===== config.mk =====
export PLATFORM = sky130hd
export DESIGN_NAME = sample_packer
export DESIGN_NICKNAME = d
export VERILOG_FILES = /design/src/rtl/sample_packer.sv
export SDC_FILE = /design/constraint.sdc
export NUM_CORES = 1
export LEC_CHECK = 0
export ABC_CLOCK_PERIOD_IN_PS = 5950
export CAP_MARGIN = 20
export CORE_ASPECT_RATIO = 0.5
export CORE_UTILIZATION = 54
export DETAILED_ROUTE_END_ITERATION = 8
export HOLD_SLACK_MARGIN = 0.05
export PLACE_DENSITY = 0.84
export SLEW_MARGIN = 10
export SYNTH_ARGS = -nofsm -noshare
export SYNTH_HDL_FRONTEND = slang
export SYNTH_SLANG_ARGS = --single-unit

===== constraint.sdc =====
create_clock -name clk -period 5.95 [get_ports clk]
set_input_delay 0.8925 -clock clk [delete_from_list [all_inputs] [get_ports clk]]
set_output_delay 0.8925 -clock clk [all_outputs]
set_load 0.01 [all_outputs]

===== src/rtl/sample_packer.sv =====
// sample_packer: packs 2-bit multi-channel or 8-bit single-channel I/Q samples MSB-first
// into 16-bit packet words; mode/select are latched only at packet boundaries.
module sample_packer #(
   parameter int NCH       = 3,
   parameter int PKT_WORDS = 720,
   parameter int SELW      = 3
) (
   input  logic              clk,
   input  logic              reset_n,
   input  logic              enable,
   input  logic [1:0]        mode_in,
   input  logic [SELW-1:0]   sel_in,
   input  logic [2*NCH-1:0]  si,
   input  logic [2*NCH-1:0]  sq,
   input  logic [8*NCH-1:0]  i8,
   input  logic [8*NCH-1:0]  q8,
   output logic [15:0]       out_data,
   output logic              out_en,
   output logic              out_end,
   output logic [15:0]       packet_count,
   output logic [1:0]        active_mode
);
   localparam int MAXK = (4*NCH > 16) ? 4*NCH : 16;
   localparam int AW   = 15 + MAXK;
   localparam int WCW  = $clog2(PKT_WORDS);
   typedef enum logic {IDLE, RUN} state_t;
   state_t          state_q, state_d;
   logic [AW-1:0]   acc_q, acc_d, merged, rest;
   logic [6:0]      fill_q, fill_d, k, total, rem;
   logic [WCW-1:0]  wcnt_q, wcnt_d;
   logic [15:0]     pcnt_q, pcnt_d, data_q, data_d, word;
   logic [1:0]      mode_q, mode_d;
   logic [SELW-1:0] sel_q, sel_d;
   logic            en_q, en_d, end_q, end_d, emit, last, same;
   logic [MAXK-1:0] m0, bits;
   int              chan;
   always_comb begin
      chan = (int'(sel_q) < NCH) ? int'(sel_q) : 0;
      m0 = '0;
      for (int c = 0; c < NCH; c++) m0 = {m0[MAXK-5:0], si[2*c+:2], sq[2*c+:2]};
      bits = (mode_q == 2'd0) ? m0 :
             (mode_q == 2'd3) ? MAXK'({i8[8*chan+:8], q8[8*chan+:8]}) :
             (mode_q == 2'd1) ? MAXK'(i8[8*chan+:8]) : MAXK'(q8[8*chan+:8]);
      k      = (mode_q == 2'd0) ? 7'(4*NCH) : (mode_q == 2'd3) ? 7'd16 : 7'd8;
      merged = (acc_q << k) | {{(AW-MAXK){1'b0}}, bits};
      total  = fill_q + k;
      emit   = total >= 7'd16;
      rem    = total - 7'd16;
      word   = 16'(merged >> rem);
      // remainder keeps only the bits below the emitted word
      rest   = merged & ((AW'(1) << rem) - AW'(1));
      last   = emit && wcnt_q == WCW'(PKT_WORDS-1);
      same   = mode_in == mode_q && sel_in == sel_q;
      state_d = state_q;
      acc_d   = acc_q;
      fill_d  = fill_q;
      wcnt_d  = wcnt_q;
      pcnt_d  = pcnt_q;
      mode_d  = mode_q;
      sel_d   = sel_q;
      data_d  = data_q;
      en_d    = 1'b0;
      end_d   = 1'b0;
      if (state_q == IDLE) begin
         if (enable) begin
            state_d = RUN;
            mode_d  = mode_in;
            sel_d   = sel_in;
            acc_d   = '0;
            fill_d  = '0;
            wcnt_d  = '0;
         end
      end else begin
         en_d   = emit;
         end_d  = last;
         data_d = emit ? word : data_q;
         acc_d  = emit ? rest : merged;
         fill_d = emit ? rem : total;
         wcnt_d = last ? '0 : wcnt_q + WCW'(emit);
         if (last) begin
            pcnt_d = pcnt_q + 16'd1;
            if (!enable) begin
               state_d = IDLE;
               acc_d   = '0;
               fill_d  = '0;
            end else if (!same) begin
               mode_d = mode_in;
               sel_d  = sel_in;
               acc_d  = '0;
               fill_d = '0;
            end
         end
      end
   end
   always_ff @(posedge clk or negedge reset_n) begin
      if (!reset_n) begin
         state_q <= IDLE;
         acc_q   <= '0;
         fill_q  <= '0;
         wcnt_q  <= '0;
         pcnt_q  <= '0;
         mode_q  <= '0;
         sel_q   <= '0;
         data_q  <= '0;
         en_q    <= 1'b0;
         end_q   <= 1'b0;
      end else begin
         state_q <= state_d;
         acc_q   <= acc_d;
         fill_q  <= fill_d;
         wcnt_q  <= wcnt_d;
         pcnt_q  <= pcnt_d;
         mode_q  <= mode_d;
         sel_q   <= sel_d;
         data_q  <= data_d;
         en_q    <= en_d;
         end_q   <= end_d;
      end
   end
   assign out_data     = data_q;
   assign out_en       = en_q;
   assign out_end      = end_q;
   assign packet_count = pcnt_q;
   assign active_mode  = mode_q;
endmodule


After elaboration in Yosys (flattened, before gate mapping)

Index checks and enable logic that the tools add are counted.

Mux-type cells: 36
Reduce and logical (&&, ||, !) cells: 7
Shift operators: 5
Order comparisons: 2
Add/sub/neg operators: 5
Equal/unequal tests: 8
Bitwise operators: 2

Operators by type and width:

| operator                | number |
|---|---|
| $mux W31                | 6 |
| $shiftx A24 B7 Y8       | 2 |
| $mux W7                 | 6 |
| $mux W16                | 2 |
| $and A31 B31 Y31        | 1 |
| $or A31 B16 Y31         | 1 |
| $shl A1 B7 Y31 const A  | 1 |
| $shl A31 B5 Y31         | 1 |
| $shr A31 B7 Y16         | 1 |
| $sub A31 B1 Y31 const B | 1 |
| $mux W10                | 3 |
| $mux W3                 | 6 |
| $add A16 B1 Y16 const B | 1 |
| $add A10 B1 Y10         | 1 |
| $eq A10 B10 Y1 const B  | 1 |
| $mux W2                 | 5 |
| $mux W5                 | 2 |
| $mux W8                 | 1 |
| $add A7 B5 Y7           | 1 |
| $ge A7 B5 Y1 const B    | 1 |
| $sub A7 B5 Y7 const B   | 1 |
| $mux W1                 | 5 |
| $ne A2 B2 Y1 const B    | 2 |
| $reduce_and A2 Y1       | 2 |
| other kinds (10)        | 11 |

Input port bits: 68
Output and inout bits: 36
Word-level logic and storage cells: 75
Register bits: 88

Logic depth before layout (Yosys ltp)

Depth in word-level cells: 13
Depth in mapped cells: 23
Gate-level depth less buffers: 20

Worst setup path after synthesis

OpenSTA, ideal clock, no wires.

Path type: flip-flop to flip-flop
Start point: reg mode_q[1] (netlist: active_mode[1])
End point: reg acc_q[12]
Data arrival time: 4.716 ns
Buffers on the path: 3
Period minus slack after synthesis: 4.838 ns
Required time: 5.828 ns
Path slack: 1.112 ns
Cell stages (with the launch flop): 23
Path through: dfrtp_1 -> buf_4 -> inv_1 -> nand2_1 -> inv_1 -> ha_1 -> inv_1 -> fa_1 -> xnor3_1 -> inv_1 -> buf_2 -> ha_1 -> xor2_1 -> a211oi_1 -> o21ai_1 -> nor2_1 -> nand2_1 -> ha_1 -> ha_1 -> clkbuf_1 -> o21ai_0 -> o311ai_0 -> a32o_1

Longest elaborated chain between the ends: 13
Elaborated cells on any way between the ends: 22
Those cells by class: add/sub (3); order compare (1); eq/ne (2); shift (2); mux (9); bitwise (2); reduce/logical (3)

Ends and longest elaborated chain:

| item                   | line   | RTL |
|---|---|---|
| from (decl)            | 32     | `logic [1:0] mode_q, mode_d;` |
| from (signal assigned) | 113    | `mode_q <= mode_d;` |
| $eq A2 B2 Y1           | 42, 44 |  |
| $mux W5 (2 in series)  | 44     | `k = (mode_q == 2'd0) ? 7'(4*NCH) : (mode_q == 2'd3) ? 7'd16 : 7'd8;` |
| $add A7 B5 Y7          | 46     | `total = fill_q + k;` |
| $sub A7 B5 Y7          | 48     | `rem = total - 7'd16;` |
| $shl A1 B7 Y31         | 51     | `rest = merged & ((AW'(1) << rem) - AW'(1));` |
| $sub A31 B1 Y31        | 51     |  |
| $and A31 B31 Y31       | 51     |  |
| $mux W31               | 77     | `acc_d = emit ? rest : merged;` |
| $mux W31               | 86     | `end else if (!same) begin` |
| $mux W31               | 82     | `if (!enable) begin` |
| $mux W31 (*)           | 80     | `if (last) begin` |
| $mux W31 (*)           | 64     | `if (state_q == IDLE) begin` |
| to (signal assigned)   | 98     | `acc_q <= '0;` |
| to (signal assigned)   | 109    | `acc_q <= acc_d;` |
| to (decl)              | 28     | `logic [AW-1:0] acc_q, acc_d, merged, rest;` |

Every way passes the cells marked *; elsewhere a longest branch is shown, timed or not.
A chain may end at the register's enable or synchronous reset.

Worst setup path after layout

Start point: reg mode_q[0] (netlist: active_mode[0])
End point: reg acc_q[20]

Longest elaborated chain between the ends: 13
Elaborated cells on any way between the ends: 20
Those cells by class: add/sub (3); order compare (1); eq/ne (2); shift (2); mux (7); bitwise (2); reduce/logical (3)

Ends and longest elaborated chain:

| item                  | line |
|---|---|
| $eq A2 B2 Y1          | 44 |
| $mux W5 (2 in series) | 44 |
| $add A7 B5 Y7         | 46 |
| $sub A7 B5 Y7         | 48 |
| $shl A1 B7 Y31        | 51 |
| $sub A31 B1 Y31       | 51 |
| $and A31 B31 Y31      | 51 |
| $mux W31              | 77 |
| $mux W31              | 86 |
| $mux W31              | 82 |
| $mux W31 (*)          | 80 |
| $mux W31 (*)          | 64 |

Marked as above.

==> results.ini <==
[critical_path]
path_cells=inv_1, buf_4, nand2_1, inv_1, ha_1, inv_1, fa_1, xnor3_1, inv_1, buf_4, ha_1, xor2_1, a211oi_1, o21ai_1, buf_4, nor2_1, nand2_1, ha_1, ha_1, and3_1, o21ai_0, nand3_1, a32o_1
crit_required_ps=6170
crit_family=adder cells
start_kind=register
worst_path_largest_cell_delay_ps=470
crit_fanout=15
cpMaxStageDelayCell=fa_1
crit_arrival_ps=5680
worst_setup_path_end_kind=register
crit_buf_inv=7
critical_path_class=register to register

[floorplan]
design.core.area_um2=11000
dieWidth_um=153
dieArea_um2=11900
start_util_pct=55.7
die_y_um=77.5
io_pins=104
rows=27

[clock_network]
clk_path_buf_depth=2
clk_latency_ps=350
cts_root_buf=clkbuf_16
cts_inserted_buffers=9
cts_resized=0
clk_pin_slew_ps=70
cts_sinks=78
cts_hold_buffers=0
cts_tree=done
post_cts_buffers=0
cts.htree.levels=3

[logic_synthesis]
ys_ff_latch=78
async_reset_ff_share_pct=100
syn_avg_cell_area_um2=8.45
syn-instance-count=728
synth_seq_area_share_pct=31.7
ys.flop_type=dfrtp_1
ys_warn_count=0
synth_cell_type_count=80
synth-edff-count=0
syn_area_um2=6150

[finish]
fin_nets=880
n_antenna_cell=0
fin_area_um2=7500
drive_above_1_share_pct=8.57
syn_to_final_growth_pct=21.8
fin_util_pct=67.9

[global_routing]
grt_pass1_wl_um=30500
grtUsageTotal_pct=32.7
overflow=0
grt_pass1_vias=5783
grt_max_degree=79
antenna_found_initial=0

[power]
power_uw=3680
ir_worst_vdd_uv=371
power.internal_uw=1850
seq_power_share_pct=23.1
swShare_pct=49.8
clockPowerShare_pct=14.5
p_leak_uw=0.00308
power_frac_comb_pct=62.5
p_per_area_nw_per_um2=491
p_sw_uw=1830

[sta]
slew_viol_final=0
hold_viol_final=0
tightest_slew_ps=947
skew_ps=9.01
finalSetupTns_ps=0
min_period_ps=5460
fin_ws_ps=495
grt_setup_unrepaired=false
relSlewSlack_pct=36.6
fin_crit_sh_pct=91.7
setup_viol=0
clock.fmax_mhz=183

[detailed_routing]
route.vias.total=6241
ant_nets=0
firstDrtPassIters=8
drc_errors=1
finalWirelength_um=19000
drt_iter0_drc=1014
post_drt_wl_per_cell_um=19.9
vias_per_cell=6.57

[placed_design]
placed_area_um2=7160
dp_hpwl_um=13800
portBuffers=103
place_congestion=0.981
dp_slack_ps=605

[status]
violations=DRC
status=finished with violations

[min_path]
worst_hold_path_type=primary input to asynchronous set/reset pin

[job]
maxCapViolCount=0

==> path summary, 6_finish.rpt <==
path	from	to	slack, ps	depth (start not counted)
worst max-delay path	active_mode[0]	acc_q[20]	490	23
worst min-delay path	reset_n	packet_count[9]	400	1
worst max register to register	active_mode[0]	acc_q[20]	490	23
worst min register to register	packet_count[15]	packet_count[15]	460	1
max in group asynchronous	reset_n	active_mode[1]	4960	2
min in group clk	packet_count[15]	packet_count[15]	460	1
==> power groups by stage <==
| stage | registers (uW) | logic [uW] | clock network [uW] |
|---|---|---|---|
| finish | 849 | 2300 | 532 |
| global route | 871 | 2460 | 555 |
| CTS | 844 | 2210 | 535 |
| detailed placement | 851 | 2200 | 0 |
| global placement | 847 | 2180 | 0 |
| floorplan | 811 | 1620 | 0 |
==> worst reg2reg max path: cells and delay by family, from the launching register on <==
kind	cells	cell delay [ps]
xor gates and xnor gates	2	600
buffers and inverters	7	840
AOI/OAI and AO/OA	4	900
DFF	1	380
and+or+nand+nor	5	1150
adders and majority gates	5	1440
==> final cells by class <==
class	count	area (um^2)
timing repair buffer	116	1160
multi-input combinational	578	3850
clock buffer	9	225
fill	939	3550
inverter	17	63.8
sequential	78	1950
clock inverter	7	55.1
tap	145	181
==> routing by layer <==
metal	vias to the layer above	track usage (%)	share of wire (%)
li1	2853	-	-
met1	2966	46.7	45
met2	385	49.3	42
met3	37	8.21	11
met4	0	8.08	1.7
met5	-	0	0
==> stage by stage <==
stage | cells | hold slack (ps)
after CTS | 948 | 469
after detailed placement | 932 | 459
after global routing | 950 | 399
final | 950 | 398
after global placement | 932 | 456
after floorplan | 731 | 467
==> Yosys cell counts (10+ instances only) <==
library cell / number / area [um^2]
nand3_1: 17 / 85.1
nand2_1: 76 / 285
xor2_1: 11 / 96.3
nor2_1: 63 / 236
o21ai_0: 54 / 270
buf_2: 22 / 110
nor3_1: 13 / 65.1
dfrtp_1: 78 / 1950
ha_1: 11 / 138
a22o_1: 12 / 105
xnor2_1: 15 / 131
a21oi_1: 31 / 155
o211ai_1: 21 / 158
nor2b_1: 13 / 81.3
mux2i_1: 31 / 310
and3_1: 11 / 68.8
nand2b_1: 14 / 87.6
a32o_1: 16 / 160
clkbuf_1: 24 / 90.1
o21a_1: 10 / 75.1
inv_1: 13 / 48.8
mux2_2: 14 / 158
==> cells by family after synthesis <==
kind of cell	after synthesis	share of synthesized area, %
and+or+nand+nor	250	19.9
AOI/OAI and AO/OA	239	27.9
DFF	78	31.7
buffers and inverters	75	5.88
muxes	46	7.97
xor gates and xnor gates	27	4.07
adders and majority gates	12	2.56
other	1	0.0609
==> placed cells by master, fill, tap and decap left out, types with 10 or more instances in the layout <==
master | synthesis | routed
mux2_2 | 14 | 14
inv_1 | 13 | 13
xor2_1 | 11 | 11
dfrtp_1 | 78 | 77
nor3_1 | 13 | 13
o21a_1 | 10 | 10
o21ai_0 | 54 | 54
o211ai_1 | 21 | 21
xnor2_1 | 15 | 15
clkbuf_16 | 0 | 10
clkdlybuf4s50_1 | 0 | 102
nand3_1 | 17 | 17
nor2b_1 | 13 | 13
buf_4 | 4 | 12
mux2i_1 | 31 | 31
nor2_1 | 63 | 62
a32o_1 | 16 | 16
a22o_1 | 12 | 12
nand2_1 | 76 | 76
ha_1 | 11 | 11
a21oi_1 | 31 | 31
and3_1 | 11 | 11
nand2b_1 | 14 | 14
==> sequential cells by signal (all words and copies together) (netlist names) <==
| name | count |
|---|---|
| fill_q | 5 |
| sel_q | 3 |
| wcnt_q | 10 |
| acc_q | 23 |
| out_en | 1 |
| state_q | 1 |
| active_mode | 2 |
| packet_count | 16 |
| out_end | 1 |
| out_data | 16 |
No activity file was read; power rests on OpenSTA's default activity.
